===== src/rtl/riscv_ahb_arb.sv =====
// Two-master AHB arbiter: M0 = instruction side, M1 = data side.
// Ports: hclk/hreset, per-master m_* buses in, m_hgrant out, muxed slave h* out, hready in.
module riscv_ahb_arb #(
  parameter int XLEN        = 32,
  parameter int ROUND_ROBIN = 0
) (
  input  logic              hclk,
  input  logic              hreset,
  input  logic [1:0]        m_hbusreq,
  output logic [1:0]        m_hgrant,
  input  logic [2*XLEN-1:0] m_haddr,
  input  logic [3:0]        m_htrans,
  input  logic [5:0]        m_hsize,
  input  logic [5:0]        m_hburst,
  input  logic [7:0]        m_hprot,
  input  logic [1:0]        m_hwrite,
  input  logic [2*XLEN-1:0] m_hwdata,
  input  logic [1:0]        m_hmastlock,
  output logic [XLEN-1:0]   haddr,
  output logic [1:0]        htrans,
  output logic [2:0]        hsize,
  output logic [2:0]        hburst,
  output logic [3:0]        hprot,
  output logic              hwrite,
  output logic [XLEN-1:0]   hwdata,
  output logic              hmastlock,
  output logic              hmaster,
  input  logic              hready
);

  localparam logic [1:0] T_IDLE = 2'b00;
  localparam logic [1:0] T_BUSY = 2'b01;
  localparam logic [1:0] T_SEQ  = 2'b11;

  logic [1:0] gnt;
  logic [1:0] gnt_nxt;
  logic       own_a;
  logic       own_d;
  logic [1:0] own_trans;
  logic       own_lock;
  logic       arb_ok;

  assign own_trans = own_a ? m_htrans[3:2] : m_htrans[1:0];
  assign own_lock  = m_hmastlock[own_a];

  // Never re-arbitrate inside a locked sequence or a burst.
  assign arb_ok = hready && !own_lock &&
                  (own_trans != T_SEQ) && (own_trans != T_BUSY);

  always_comb begin
    gnt_nxt = 2'b01;
    unique case (m_hbusreq)
      2'b01: gnt_nxt = 2'b01;
      2'b10: gnt_nxt = 2'b10;
      2'b11: begin
        if (ROUND_ROBIN != 0 && gnt[1])
          gnt_nxt = 2'b01;
        else
          gnt_nxt = 2'b10;
      end
      default: gnt_nxt = 2'b01;
    endcase
  end

  always_ff @(posedge hclk or posedge hreset) begin
    if (hreset) begin
      gnt   <= 2'b01;
      own_a <= 1'b0;
      own_d <= 1'b0;
    end else if (hready) begin
      own_a <= gnt[1];
      own_d <= own_a;
      if (arb_ok)
        gnt <= gnt_nxt;
    end
  end

  assign m_hgrant = gnt;
  assign hmaster  = own_a;

  // own_a is forced to M0 by reset, so only htrans needs masking.
  assign htrans    = hreset ? T_IDLE : own_trans;
  assign haddr     = own_a ? m_haddr[2*XLEN-1:XLEN] : m_haddr[XLEN-1:0];
  assign hsize     = own_a ? m_hsize[5:3]  : m_hsize[2:0];
  assign hburst    = own_a ? m_hburst[5:3] : m_hburst[2:0];
  assign hprot     = own_a ? m_hprot[7:4]  : m_hprot[3:0];
  assign hwrite    = m_hwrite[own_a];
  assign hmastlock = own_lock;
  assign hwdata    = own_d ? m_hwdata[2*XLEN-1:XLEN] : m_hwdata[XLEN-1:0];

endmodule


===== config.mk =====
export PLATFORM = sky130hd
export DESIGN_NAME = riscv_ahb_arb
export DESIGN_NICKNAME = d
export VERILOG_FILES = /design/src/rtl/riscv_ahb_arb.sv
export SDC_FILE = /design/constraint.sdc
export NUM_CORES = 1
export LEC_CHECK = 0
export ABC_AREA = 1
export CORE_AREA = 3 3 93 95
export DETAILED_ROUTE_END_ITERATION = 8
export DIE_AREA = 0 0 96 98
export GPL_TIMING_DRIVEN = 0
export PLACE_DENSITY = 0.69
export SLEW_MARGIN = 25
export SYNTH_ARGS = -nofsm -noshare
export SYNTH_HDL_FRONTEND = slang
export SYNTH_SLANG_ARGS = --single-unit

===== constraint.sdc =====
create_clock -name hclk -period 1.8 [get_ports hclk]
set_input_delay 0.27 -clock hclk [delete_from_list [all_inputs] [get_ports hclk]]
set_output_delay 0.27 -clock hclk [all_outputs]
set_load 0.05 [all_outputs]

==> results of run 1 <==
final cells by class:
type	instances	area, µm²
Tap cell	102	127.6
Sequential cell	4	101.3
Buffer	14	142.6
Clock buffer	4	45.04
Multi-Input combinational cell	188	1079
Timing Repair Buffer	240	2146
Fill cell	780	4136
Inverter	8	30.03
power breakdown:
group	internal [mW]	switching (mW)	leakage [nW]	total, mW
clock network	0.152	0.0509	0.0228	0.203
registers	0.137	0.0321	0.0465	0.169
logic	1.38	2.77	1.80	4.15
total	1.67	2.85	1.87	4.52
layout by cell type, fill, tap and decap left out, types with 2 or more instances in the layout:
cell	count
buf_6	10
mux2_4	29
nand2_1	144
dfrtp_1	3
inv_1	7
nor2_1	3
buf_2	42
dlygate4sd2_1	4
clkdlybuf4s50_1	160
buf_4	5
clkdlybuf4s15_2	11
o21ai_0	3
mux2_2	3
clkbuf_8	3
nor2_2	2
clkbuf_4	20
metal layers:
layer / share of wire / up-vias
met5: 0 / -
met4: 0.017 / 0
met3: 0.15 / 10
met2: 0.52 / 152
met1: 0.30 / 941
li1: - / 1147
critical path: stages (launching register included):
cell             delay, ns
dfrtp_1               0.36
buf_6                 0.13
buf_6                 0.15
mux2_4                0.30
clkdlybuf4s15_2       0.33
state kept, by name (all words and copies together), names as in the netlist:
signal and cells:
own_d 1, hmaster 1, m_hgrant 2
final timing paths:
check                                    to        start
worst max-delay path             hwdata[10]        own_d
worst min register to register  m_hgrant[0]  m_hgrant[0]
worst max register to register  m_hgrant[1]      hmaster
min in group hclk               m_hgrant[0]  m_hgrant[0]
max in group asynchronous       m_hgrant[0]       hreset
worst min-delay path                  own_d       hreset
logic make-up after synthesis:
family | after synthesis
compound gates | 4
simple gates | 152
mux | 32
flops | 4
buf+inv | 22
per-stage QoR:
step / power (mW) / setup WS, ns
after floorplan: 3.157 / 0.1066
after CTS: 4.584 / 0.0006092
after global routing: 4.759 / -0.007036
after detailed placement: 4.723 / -0.5248
final: 4.516 / 0.03587
after global placement: 4.695 / -0.4950
timing repair:
action                     4_1_cts  5_1_grt
gates cloned                     0        0
setup endpoints to repair       79       53
gates resized for setup        307       71
pin swaps                        0        0
hold buffers                     0        0
==> metrics.md, run 1 <==
| Metric | Value |
|---|---|
| Post-Synth Adder-Cell Area | `0` |
| Synth unique cells | `15` |
| Placed Cells | `556` |
| Synth warnings | `0` |
| # IOs | `242` |
| Top cells by count, synth | `144 x nand2_1, 29 x mux2_4, 10 x buf_6, 7 x inv_1, 5 x nor2_1` |
| DRC Markers | `0` |
| Synth Area in Compound Gates | `0.01764` |
| Final wirelength | `7505 µm` |
| Status | `complete, no violations` |
| Ys flop type | `dfrtp_1` |
| CP Capture Type | `primary output` |
| Post-synthesis mux area share | `0.3482` |
| Skew final | `0.007854 ns` |
| H-tree levels | `1` |
| DIE WIDTH | `96 µm` |
| Clk Latency, worst-skew pair | `0.22 ns` |
| Clock root cell | `clkbuf_8` |
| Synth top area share | `0.4011` |
| Min-delay worst type | `primary input to asynchronous set/reset pin` |
| Leak pwr | `1.866 nW` |
| # Max-Cap Violations | `0` |
| Met1 GRT Util | `0.1302` |
| Min cycle time layout | `1.764 ns` |
| Ranking of synthesized cells by area | `nand2_1 40%, mux2_4 32%, buf_6 8.4%, dfrtp_1 5.6%, mux2_2 2.5%` |
| Fin. max-slew vios | `0` |
| Simple-gate area share of the yosys netlist | `0.4308` |
| Layout Utilization | `0.4702` |
| Routed wire per std cell | `13.40 µm` |
| Row Count | `32` |
| Dpl cell area | `3882 µm²` |
| Mapped Cells | `214` |
| Largest family of logic cells by synthesized area | `simple AND/OR/NAND/NOR gates` |
| Initial antenna violation count | `0` |
| Layout Cell Area excl Fill | `3671 µm²` |
| CTS max path bufs | `2` |
| Via/cell ratio | `4.018` |
| Post-synthesis xor/xnor area fraction | `0` |
| ANT cells | `0` |
| GR Util All Layers | `0.1466` |
| Post-CTS Setup Bufs | `0` |
| Max VDD drop | `823.9 µV` |
| Setup violators final | `0` |
| Non-Filler Instances | `560` |
| Via Count | `2250` |
| Nets | `620` |
| Setup CP Type | `flip-flop to primary output` |
| Power density cells | `1230 nW/µm²` |
| Port Buffers | `240` |
| Flop2flop setup slack | `0.70 ns` |
| Critical Path RT | `1.53 ns` |
| CTS clock-pin slew for the worst setup and hold paths | `0.04 ns` |
| Post-synth EDFFs | `0` |
| Die area | `9408 µm²` |
| Slew @ Worst Pin | `0.5506 ns` |
| Number of DRC markers in iteration 0 | `63` |
| Detail Placement HPWL | `6853 µm` |
| Count leader, synth | `nand2_1` |
| Syn Std Cell Area | `1348 µm²` |
| Post-route ant nets | `0` |
| Initial Util | `0.1726` |
| Hold Worst Slack | `0.3164 ns` |
| Vias in the first global route | `2254` |
| Synth area leader | `nand2_1` |
| CTS tree | `done` |
| Last weighted congestion value of the routability-driven placer | `0.7218` |
| Synth async-reset ratio | `1.000` |
| P&R area growth vs syn | `172.4%` |
| Worst EP arrival | `1.49 ns` |
| CP Launch Type | `flip-flop` |
| Seq/Total Area, Yosys | `0.07521` |
| First-pass GRT wire length | `10890 µm` |
| Met3 Usage GRT | `0.06626` |
| Total core area | `7807 µm²` |
| Mapped Nets | `375` |
| Slew margin rel. | `0.6318` |
| Total clock sinks | `4` |
| Mean Syn Cell Area | `6.297 µm²` |
| Share of layout cells above drive strength 1 | `0.2860` |
| Die Y | `98 µm` |
| Grt ovf | `0` |
| Final setup TNS | `0 ns` |
| Crit path max fanout | `10` |
| Grt met2 use | `0.2905` |
| Max Fclk | `566.9 MHz` |
| Synthesized flop and latch total | `4` |
| Largest net degree at the start of global routing | `11` |
| Num CTS Buffers | `3` |
| Grt peak-use layer | `met2` |
| Worst r2r path cells | `6` |
| Crit share post-route | `0.9801` |
| Final Hold Fails | `0` |
| DR pass1 iterations | `4` |
(Power assumes the default switching activity.)
==> run 2, diff against run 1 <==
--- a/config.mk
+++ b/config.mk
@@ -11,7 +11,6 @@
 export DIE_AREA = 0 0 96 98
 export GPL_TIMING_DRIVEN = 0
 export PLACE_DENSITY = 0.69
-export SLEW_MARGIN = 25
 export SYNTH_ARGS = -nofsm -noshare
 export SYNTH_HDL_FRONTEND = slang
 export SYNTH_SLANG_ARGS = --single-unit
==> results of run 2 <==
No change in the layout: final DEF, timing and power equal those of run 1.
